===== src/rtl/mem_arbiter_if.sv =====
// Bus bundle between the cpu ports, the arbiter and the single-ported memory.
// slave: arbiter view; master: cpu/memory side (driver of requests and mrdata).
interface mem_arbiter_if #(
    parameter int unsigned AW = 16,
    parameter int unsigned DW = 16
);
    logic [AW-1:0] iaddr;
    logic          ifetch;
    logic          igrant;
    logic [DW-1:0] idata;
    logic          ivalid;

    logic [AW-1:0] daddr;
    logic [DW-1:0] dwdata;
    logic          dre;
    logic          dwe;
    logic          dgrant;
    logic [DW-1:0] drdata;
    logic          dvalid;

    logic [AW-1:0] maddr;
    logic          mre;
    logic          mwe;
    logic [DW-1:0] mwdata;
    logic [DW-1:0] mrdata;

    modport slave (
        input  iaddr, ifetch, daddr, dwdata, dre, dwe, mrdata,
        output igrant, idata, ivalid, dgrant, drdata, dvalid,
               maddr, mre, mwe, mwdata
    );

    modport master (
        output iaddr, ifetch, daddr, dwdata, dre, dwe, mrdata,
        input  igrant, idata, ivalid, dgrant, drdata, dvalid,
               maddr, mre, mwe, mwdata
    );
endinterface


===== src/rtl/mem_arbiter.sv =====
// Round-robin arbiter of the cpu fetch and data ports onto one memory port,
// steering the one-cycle read response back to the issuing port.
module mem_arbiter #(
    parameter int unsigned AW = 16,
    parameter int unsigned DW = 16
) (
    input logic          clk,
    input logic          rst,
    mem_arbiter_if.slave bus
);
    typedef enum logic {LAST_I = 1'b0, LAST_D = 1'b1} last_e;

    last_e         last_q, last_d;
    logic          pend_q, pend_d;
    logic          who_q, who_d;
    logic [DW-1:0] idata_q, idata_d;
    logic [DW-1:0] drdata_q, drdata_d;

    logic          dreq;
    logic          gnt_i, gnt_d;
    logic          ivalid, dvalid;
    logic [AW-1:0] maddr_d;
    logic [DW-1:0] mwdata_d;
    logic          mre_d, mwe_d;

    always_ff @(posedge clk) begin
        if (rst) begin
            last_q   <= LAST_D;
            pend_q   <= 1'b0;
            who_q    <= 1'b0;
            idata_q  <= '0;
            drdata_q <= '0;
        end else begin
            last_q   <= last_d;
            pend_q   <= pend_d;
            who_q    <= who_d;
            idata_q  <= idata_d;
            drdata_q <= drdata_d;
        end
    end

    always_comb begin
        maddr_d  = '0;
        mwdata_d = '0;
        mre_d    = 1'b0;
        mwe_d    = 1'b0;
        last_d   = last_q;

        dreq  = bus.dre | bus.dwe;
        gnt_i = !rst && bus.ifetch && (!dreq || last_q == LAST_D);
        gnt_d = !rst && dreq && (!bus.ifetch || last_q == LAST_I);

        if (gnt_i) begin
            maddr_d = bus.iaddr;
            mre_d   = 1'b1;
            last_d  = LAST_I;
        end else if (gnt_d) begin
            maddr_d = bus.daddr;
            last_d  = LAST_D;
            // dwe dominates: a simultaneous dre is dropped, so no response is tagged
            if (bus.dwe) begin
                mwe_d    = 1'b1;
                mwdata_d = bus.dwdata;
            end else begin
                mre_d = 1'b1;
            end
        end

        pend_d = mre_d;
        who_d  = gnt_d;

        // A response tagged just before reset is suppressed while rst is high
        ivalid = pend_q && !who_q && !rst;
        dvalid = pend_q && who_q && !rst;

        idata_d  = ivalid ? bus.mrdata : idata_q;
        drdata_d = dvalid ? bus.mrdata : drdata_q;
    end

    assign bus.igrant = gnt_i;
    assign bus.dgrant = gnt_d;
    assign bus.ivalid = ivalid;
    assign bus.dvalid = dvalid;
    assign bus.idata  = idata_d;
    assign bus.drdata = drdata_d;
    assign bus.maddr  = maddr_d;
    assign bus.mre    = mre_d;
    assign bus.mwe    = mwe_d;
    assign bus.mwdata = mwdata_d;
endmodule

===== src/flat_wrapper.sv =====
// flat-port wrapper written by rule: the top's interface ports become plain ports
module mem_arbiter_flat 
#(
    parameter int unsigned AW = 16,
    parameter int unsigned DW = 16
)
  (clk, rst, bus_iaddr, bus_ifetch, bus_daddr, bus_dwdata, bus_dre, bus_dwe, bus_mrdata, bus_igrant, bus_idata, bus_ivalid, bus_dgrant, bus_drdata, bus_dvalid, bus_maddr, bus_mre, bus_mwe, bus_mwdata);
  mem_arbiter_if #(.AW(AW), .DW(DW)) bus_i ();
  input logic clk;
  input logic rst;
  input wire logic [$bits(bus_i.iaddr)-1:0] bus_iaddr;
  input wire logic [$bits(bus_i.ifetch)-1:0] bus_ifetch;
  input wire logic [$bits(bus_i.daddr)-1:0] bus_daddr;
  input wire logic [$bits(bus_i.dwdata)-1:0] bus_dwdata;
  input wire logic [$bits(bus_i.dre)-1:0] bus_dre;
  input wire logic [$bits(bus_i.dwe)-1:0] bus_dwe;
  input wire logic [$bits(bus_i.mrdata)-1:0] bus_mrdata;
  output wire logic [$bits(bus_i.igrant)-1:0] bus_igrant;
  output wire logic [$bits(bus_i.idata)-1:0] bus_idata;
  output wire logic [$bits(bus_i.ivalid)-1:0] bus_ivalid;
  output wire logic [$bits(bus_i.dgrant)-1:0] bus_dgrant;
  output wire logic [$bits(bus_i.drdata)-1:0] bus_drdata;
  output wire logic [$bits(bus_i.dvalid)-1:0] bus_dvalid;
  output wire logic [$bits(bus_i.maddr)-1:0] bus_maddr;
  output wire logic [$bits(bus_i.mre)-1:0] bus_mre;
  output wire logic [$bits(bus_i.mwe)-1:0] bus_mwe;
  output wire logic [$bits(bus_i.mwdata)-1:0] bus_mwdata;
  assign bus_i.iaddr = bus_iaddr;
  assign bus_i.ifetch = bus_ifetch;
  assign bus_i.daddr = bus_daddr;
  assign bus_i.dwdata = bus_dwdata;
  assign bus_i.dre = bus_dre;
  assign bus_i.dwe = bus_dwe;
  assign bus_i.mrdata = bus_mrdata;
  assign bus_igrant = bus_i.igrant;
  assign bus_idata = bus_i.idata;
  assign bus_ivalid = bus_i.ivalid;
  assign bus_dgrant = bus_i.dgrant;
  assign bus_drdata = bus_i.drdata;
  assign bus_dvalid = bus_i.dvalid;
  assign bus_maddr = bus_i.maddr;
  assign bus_mre = bus_i.mre;
  assign bus_mwe = bus_i.mwe;
  assign bus_mwdata = bus_i.mwdata;
  mem_arbiter #(.AW(AW), .DW(DW)) u_core (.clk(clk), .rst(rst), .bus(bus_i));
endmodule

===== config.mk =====
export PLATFORM = sky130hd
export DESIGN_NAME = mem_arbiter_flat
export DESIGN_NICKNAME = d
export VERILOG_FILES = /design/src/rtl/mem_arbiter_if.sv /design/src/rtl/mem_arbiter.sv /design/src/flat_wrapper.sv
export SDC_FILE = /design/constraint.sdc
export NUM_CORES = 1
export LEC_CHECK = 0
export ABC_AREA = 1
export CORE_MARGIN = 1.5
export CORE_UTILIZATION = 34
export CTS_CLUSTER_DIAMETER = 60
export DETAILED_ROUTE_END_ITERATION = 10
export PLACE_DENSITY = 0.78
export SLEW_MARGIN = 15
export SYNTH_ARGS = -nofsm -noshare
export SYNTH_HDL_FRONTEND = slang
export SYNTH_SLANG_ARGS = --single-unit
export TNS_END_PERCENT = 50

===== constraint.sdc =====
create_clock -name clk -period 1.05 [get_ports clk]
set_input_delay 0.1575 -clock clk [delete_from_list [all_inputs] [get_ports clk]]
set_output_delay 0.1575 -clock clk [all_outputs]
set_load 0.03 [all_outputs]

==> results of run 1 <==
## timing repair
| action | in CTS | in global routing |
|---|---|---|
| setup buffers | 7 | 15 |
| setup endpoints to repair | 99 | 103 |
| gates resized for setup | 128 | 79 |
| gates cloned | 4 | 4 |
| hold endpoints to repair | 0 | 0 |
| pin swaps | 14 | 33 |
## layer usage
metal  vias to the layer above  GRT usage [%]  wire length [um]
li1                       1469              -                 -
met1                      1491           26.1              3760
met2                       157           47.3              5830
met3                        37           8.46               801
met4                         0           12.3               386
met5                         -              0                 0
## metrics by stage
stage                     power [mW]  utilization, %  TNS (ps)  std cells
final                           4.80            82.7    -32880        645
after global routing            5.02            82.7    -37720        645
after CTS                       4.53            75.7    -30860        626
after detailed placement        3.28            65.2    -27520        607
after global placement          3.26            65.2    -26290        607
after floorplan                 2.42               -     -2800        366
## critical path, delay by kind of cell (launching register included)
kind | cells | cell delay [ps]
buf+inv | 4 | 420
flops | 1 | 390
simple gates | 3 | 310
## flip-flops by register name, indices dropped and copies added (netlist names)
register         count
u_core.idata_q      16
u_core.drdata_q     16
u_core.pend_q        1
u_core.last_q        1
u_core.who_q         1
## how the worst max path moves through the flow
stage | end | from | depth (start not counted)
final | bus_idata[9] | u_core.pend_q$_SDFF_PP0_ | 7
after global routing | bus_idata[9] | u_core.pend_q$_SDFF_PP0_ | 7
after CTS | bus_drdata[0] | u_core.pend_q$_SDFF_PP0_ | 7
after detailed placement | bus_maddr[12] | bus_ifetch | 7
after global placement | bus_mre | bus_dwe | 7
after floorplan | bus_mwdata[10] | rst | 6
## logic make-up (layout without fill, tap and decap cells)
family | Yosys count | after routing
compound gates | 3 | 3
simple gates | 204 | 209
buf+inv | 124 | 321
flops | 35 | 35
## cells in the mapped netlist, drive strengths merged
| library cell | n | area share, % |
|---|---|---|
| nand4 | 16 | 4.4 |
| dfxtp | 35 | 31 |
| o211ai | 1 | 0.33 |
| clkbuf | 2 | 0.33 |
| nand2 | 101 | 20 |
| nor2 | 51 | 11 |
| nand3 | 36 | 9.3 |
| inv | 108 | 18 |
| buf | 14 | 4.9 |
| o21ai | 2 | 0.44 |
## power groups by stage
stage	clock [mW]	combinational [mW]	sequential, mW
final	0.942	2.43	1.43
after global routing	1.03	2.55	1.44
after CTS	0.964	2.14	1.43
after detailed placement	0	1.83	1.46
after global placement	0	1.81	1.45
after floorplan	0	0.972	1.45
## area by class of cell
| cell class | instances | area (um^2) |
|---|---|---|
| clock buffer | 7 | 76.3 |
| tap | 77 | 96.3 |
| multi-input combinational | 212 | 1690 |
| timing repair buffer | 205 | 2250 |
| sequential | 35 | 712 |
| fill | 340 | 1110 |
| clock inverter | 1 | 5.00 |
| inverter | 108 | 448 |
==> out/summary.txt, run 1 <==
Max clock buf depth - 2
commonest cells after routing, fill and taps aside - 82 x buf_6, 70 x inv_1, 64 x clkdlybuf4s50_1
Total GRT Usage - 25.8%
via density per instance - 4.89
VDD IR-drop max - 680 uV
RSZ-0062 raised after global routing - true
vias in the first global route - 3,177
fraction of the mapped netlist area in compound gates - 0.772%
core area - 0.00639 mm^2
synthesized area - 0.00227 mm^2
NetSw - 1.81 mW
sw frac - 37.6%
CP cell instances - inv_2 -> nor2_4 -> clkbuf_16 -> nand3_2 -> nand2_2 -> inv_2 -> buf_6
initial drt markers - 88
Setup WS pre-CTS - -488 ps
worst stage delay on the critical path - 390 ps
post-DP HPWL - 5650 um
initial antenna violation count - 0
cell with the largest stage delay on the worst path - dfxtp_4
violated checks - setup timing
Netlist cell types - 22
slew at the pin with the worst max-slew slack - 328 ps
Synth Area per Inst - 6.20 um^2
CTS H-tree lvls - 2
YS warnings - 0
Detail Route Antenna Nets - 0
Area Growth Syn to Fin - 133%
final setup skew - 3.97 ps
FF+latch count, synth - 35
num rows - 29
gr ovfl total - 0
Routed WL - 10,800 um
Post-Synth XOR/XNOR Area - 0%
post-place instance area - 0.00416 mm^2
hold path start - bus_ifetch
clock slew at reported path FFs - 70 ps
Final WS setup - -517 ps
CP startpoint kind - flip-flop
Post-Synth Adder-Cell Area - 0%
WP data required - 890 ps
initial core utilization - 35.5%
CTS sink cnt - 35
register share of total power - 29.8%
final hold vios - 0
die height - 84.7 um
CTS Hold Bufs - 0
outcome - complete, but fails checks
cells after synthesis - 366
leak pwr - 2.67 nW
Die Wd - 84.7 um
relative slew slack - 78.1%
power share of the clock group - 19.6%
Comb pwr share - 50.6%
Hold Path Class - primary input to flip-flop
Critical Path AT - 1410 ps
post-synthesis sequential area ratio - 30.9%
CTS tree - built
f_max - 0.638 GHz
CP endpoint kind - output port
detailed-route DRC error count - 0
I/O pins - 139
largest net degree at the start of global routing - 25
post-synthesis mux area share - 0%
n_diodes - 0
Crit Path Class - flip-flop to output port
routed wire length per instance - 16.7 um
GPL Wtd Cong - 0.796
Power per Cell Area - 910 mW/mm^2
Reg2Reg Setup Slack - -230 ps
FF-to-FF Start - u_core.pend_q$_SDFF_PP0_
Worst Hold Path EP - u_core.last_q$_SDFFE_PP1P_
CTS root buf - clkbuf_8
Synth Area in Simple Gates - 45.1%
worst reg2reg path endpoint - u_core.idata_q[6]$_SDFF_PP0_
maxcap violations - 0
critical-path maximum fanout - 8
Int Power - 3.00 mW
PortBufs - 138
first-pass GRT wire length - 14,700 um
Final Critical Period - 1570 ps
commonest non-fill, non-tap cell in the layout - buf_6
hold depth - 2
share of cells above drive strength 1 - 57.9%
Post-Syn Nets - 435
FF-to-FF path depth - 8
Die Area - 0.00717 mm^2
clock latency at the later pin of the worst-skew pair - 290 ps
main combinational cell family by area after synthesis - simple AND/OR/NAND/NOR gates
fin crit share - 149%
# setup viols final - 98
cts bufs inserted - 5
vias - 3,154
CP most frequent cell - inv_2
max-slew violation count - 0
Final Hold Slack - 219 ps
Layout Nets - 636
design area - 0.00528 mm^2
DRT Pass-1 Iters - 4
No activity file was read; power rests on OpenSTA's default activity.
==> run 2, diff against run 1 <==
--- a/config.mk
+++ b/config.mk
@@ -6,11 +6,13 @@
 export NUM_CORES = 1
 export LEC_CHECK = 0
 export ABC_AREA = 1
+export CELL_PAD_IN_SITES_DETAIL_PLACEMENT = 0
+export CELL_PAD_IN_SITES_GLOBAL_PLACEMENT = 1
 export CORE_MARGIN = 1.5
-export CORE_UTILIZATION = 34
+export CORE_UTILIZATION = 22
 export CTS_CLUSTER_DIAMETER = 60
 export DETAILED_ROUTE_END_ITERATION = 10
-export PLACE_DENSITY = 0.78
+export PLACE_DENSITY_LB_ADDON = 0.1
 export SLEW_MARGIN = 15
 export SYNTH_ARGS = -nofsm -noshare
 export SYNTH_HDL_FRONTEND = slang
==> run 2 against run 1 <==
Against the previous run:
- the run still ends with setup timing left
- first-iteration DRC count down 64%
- cell area is 1.4% higher
- combinational power is 5% lower
- fmax rose by 1.5%
- hold slack gained 77 ps
- non-clock buffer count increased by 21
- critical path depth stayed put
- count of clock-buffer cells in the layout is the same
- register-to-register slack got worse by 130 ps
- setup slack improved by 24 ps
- clock skew shrank 0.87 ps
==> out/summary.txt, run 2 (synthesis results as in run 1) <==
PortBufs - 138 (unchanged)
gr ovfl total - 0 (unchanged)
CTS H-tree lvls - 2 (unchanged)
CP most frequent cell - nand2_4
relative slew slack - 82.8% (+4.6 points)
clock slew at reported path FFs - 70 ps (about the same)
violated checks - setup timing
via density per instance - 4.04 (-17%)
register share of total power - 30.5% (+0.7 points)
max-slew violation count - 0 (unchanged)
CTS tree - built
Layout Nets - 652 (+2.5%)
Layout Cells excl Fill - 717 (+11%)
initial antenna violation count - 0 (unchanged)
I/O pins - 139 (unchanged)
initial drt markers - 32 (-64%)
cts bufs inserted - 5 (unchanged)
worst stage delay on the critical path - 400 ps (about the same)
Hold Path Class - primary input to flip-flop
commonest cells after routing, fill and taps aside - 105 x buf_6, 70 x inv_1, 64 x clkdlybuf4s50_1
GPL Wtd Cong - 0.746 (-6.3%)
Crit Path Class - flip-flop to output port
Critical Path AT - 1390 ps (-20 ps)
CP startpoint kind - flip-flop
WP data required - 890 ps (about the same)
M2 GR Usage - 27.7% (-20 points)
commonest non-fill, non-tap cell in the layout - buf_6
DRT Pass-1 Iters - 2 (-2)
n_diodes - 0 (unchanged)
detailed-route DRC error count - 0 (unchanged)
Final Critical Period - 1540 ps (-23.7 ps)
Comb pwr share - 49.4% (-1.2 points)
CP endpoint kind - output port
Final WS setup - -494 ps (+23.7 ps)
final hold vios - 0 (unchanged)
VDD IR-drop max - 513 uV (-25%)
# setup viols final - 97 (-1.0%)
Area Growth Syn to Fin - 136%
num rows - 36 (+24%)
vias - 2,894 (-8.2%)
sw frac - 35.7% (-1.9 points)
CTS root buf - clkbuf_8
vias in the first global route - 3,040 (-4.3%)
initial core utilization - 22.9% (-13 points)
Int Power - 3.01 mW (+0.58%)
final setup skew - 3.09 ps (-0.871 ps)
f_max - 0.648 GHz (+1.5%)
CTS sink cnt - 35 (unchanged)
leak pwr - 2.72 nW (+2.0%)
slew at the pin with the worst max-slew slack - 259 ps (-69.7 ps)
largest net degree at the start of global routing - 22 (-12%)
Detail Route Antenna Nets - 0 (unchanged)
share of cells above drive strength 1 - 59.4% (+1.5 points)
routed wire length per instance - 11.1 um (-34%)
Max clock buf depth - 2 (unchanged)
met1 Use GR - 16.4% (-9.7 points)
power share of the clock group - 20.1% (+0.5 points)
Inst Count DP - 670 (+10%)
maxcap violations - 0 (unchanged)
Total GRT Usage - 14.9% (-11 points)
die height - 105 um (+23%)
cell with the largest stage delay on the worst path - dfxtp_4
outcome - complete, but fails checks
post-DP HPWL - 5740 um (+1.6%)
clock latency at the later pin of the worst-skew pair - 280 ps (about the same)
leading registers by flop count - u_core.drdata_q (16), u_core.idata_q (16)
grt met3 use - 4.49% (-4.0 points)
busiest grt layer - met2
NetSw - 1.67 mW (-7.4%)
Die Wd - 105 um (+23%)
Setup WS pre-CTS - -486 ps (+1.70 ps)
Final Hold Slack - 296 ps (+77.2 ps)
critical-path maximum fanout - 5 (-3)
fin crit share - 147% (-2.3 points)
Routed WL - 7950 um (-26%)
Die Area - 0.0109 mm^2 (+52%)
RSZ-0062 raised after global routing - true
core area - 0.00991 mm^2 (+55%)
Power per Cell Area - 876 mW/mm^2 (-3.7%)
first-pass GRT wire length - 13,400 um (-8.7%)
CP cell instances - nand2_4 -> nor2_8 -> buf_12 -> nand2_4 -> nand2_4 -> inv_2 -> buf_6
==> run 2: power by group through the flow <==
stage	combinational, mW	clock (mW)	sequential [mW]
finish	2.31	0.944	1.43
global route	2.48	1.07	1.44
CTS	2.28	0.991	1.43
detailed placement	1.75	0	1.46
global placement	1.74	0	1.46
floorplan	0.972	0	1.45
==> run 2: cell type report <==
cell class                      count  area, um^2
Fill cell                         960        4560
Timing Repair Buffer              226        2350
Multi-Input combinational cell    207        1610
Sequential cell                    35         709
Inverter                          108         438
Tap cell                          133         166
Clock buffer                        7        76.3
Clock inverter                      1        5.00
==> run 2: worst max-delay path: cells and delay by family (launching register included) <==
family	cells	cell delay, ps
flops	1	400
simple gates	4	380
buf+inv	3	330
==> run 2: stage by stage <==
stage          util (%)  area (um^2)  setup TNS, ps  total power [mW]
3_5_place_dp       42.0         4160         -25810              3.21
3_3_place_gp       42.0         4160         -24110              3.20
6_report           54.0         5350         -31690              4.69
5_1_grt            54.0         5350         -38830              4.98
2_1_floorplan         -         2520          -2800              2.42
4_1_cts            52.4         5190         -32470              4.70
==> run 2: routing by layer <==
layer	vias up	part of all wire, %
li1	1491	-
met1	1309	39
met2	92	53
met3	2	7.2
met4	0	0.53
met5	-	0
==> run 2: repair_timing <==
item	in CTS	in global routing
endpoints found under the setup margin	98	101
hold buffers	0	0
pin swaps	49	47
gates resized for setup	163	57
gates cloned	4	0
setup buffers	37	8
==> run 2: worst paths after layout <==
check        slack, ps  cells past startpoint                             to                    startpoint
min                300                      2     u_core.last_q$_SDFFE_PP1P_                    bus_ifetch
max               -490                      7                  bus_drdata[7]      u_core.pend_q$_SDFF_PP0_
max reg2reg       -360                     10  u_core.idata_q[15]$_SDFF_PP0_      u_core.pend_q$_SDFF_PP0_
min reg2reg        540                      4   u_core.idata_q[7]$_SDFF_PP0_  u_core.idata_q[7]$_SDFF_PP0_
==> run 3, diff against run 2 <==
--- a/config.mk
+++ b/config.mk
@@ -11,6 +11,7 @@
 export CORE_MARGIN = 1.5
 export CORE_UTILIZATION = 22
 export CTS_CLUSTER_DIAMETER = 60
+export CTS_CLUSTER_SIZE = 20
 export DETAILED_ROUTE_END_ITERATION = 10
 export PLACE_DENSITY_LB_ADDON = 0.1
 export SLEW_MARGIN = 15
==> results of run 3 <==
The final DEF is identical to that of run 2; final timing and power are the same.
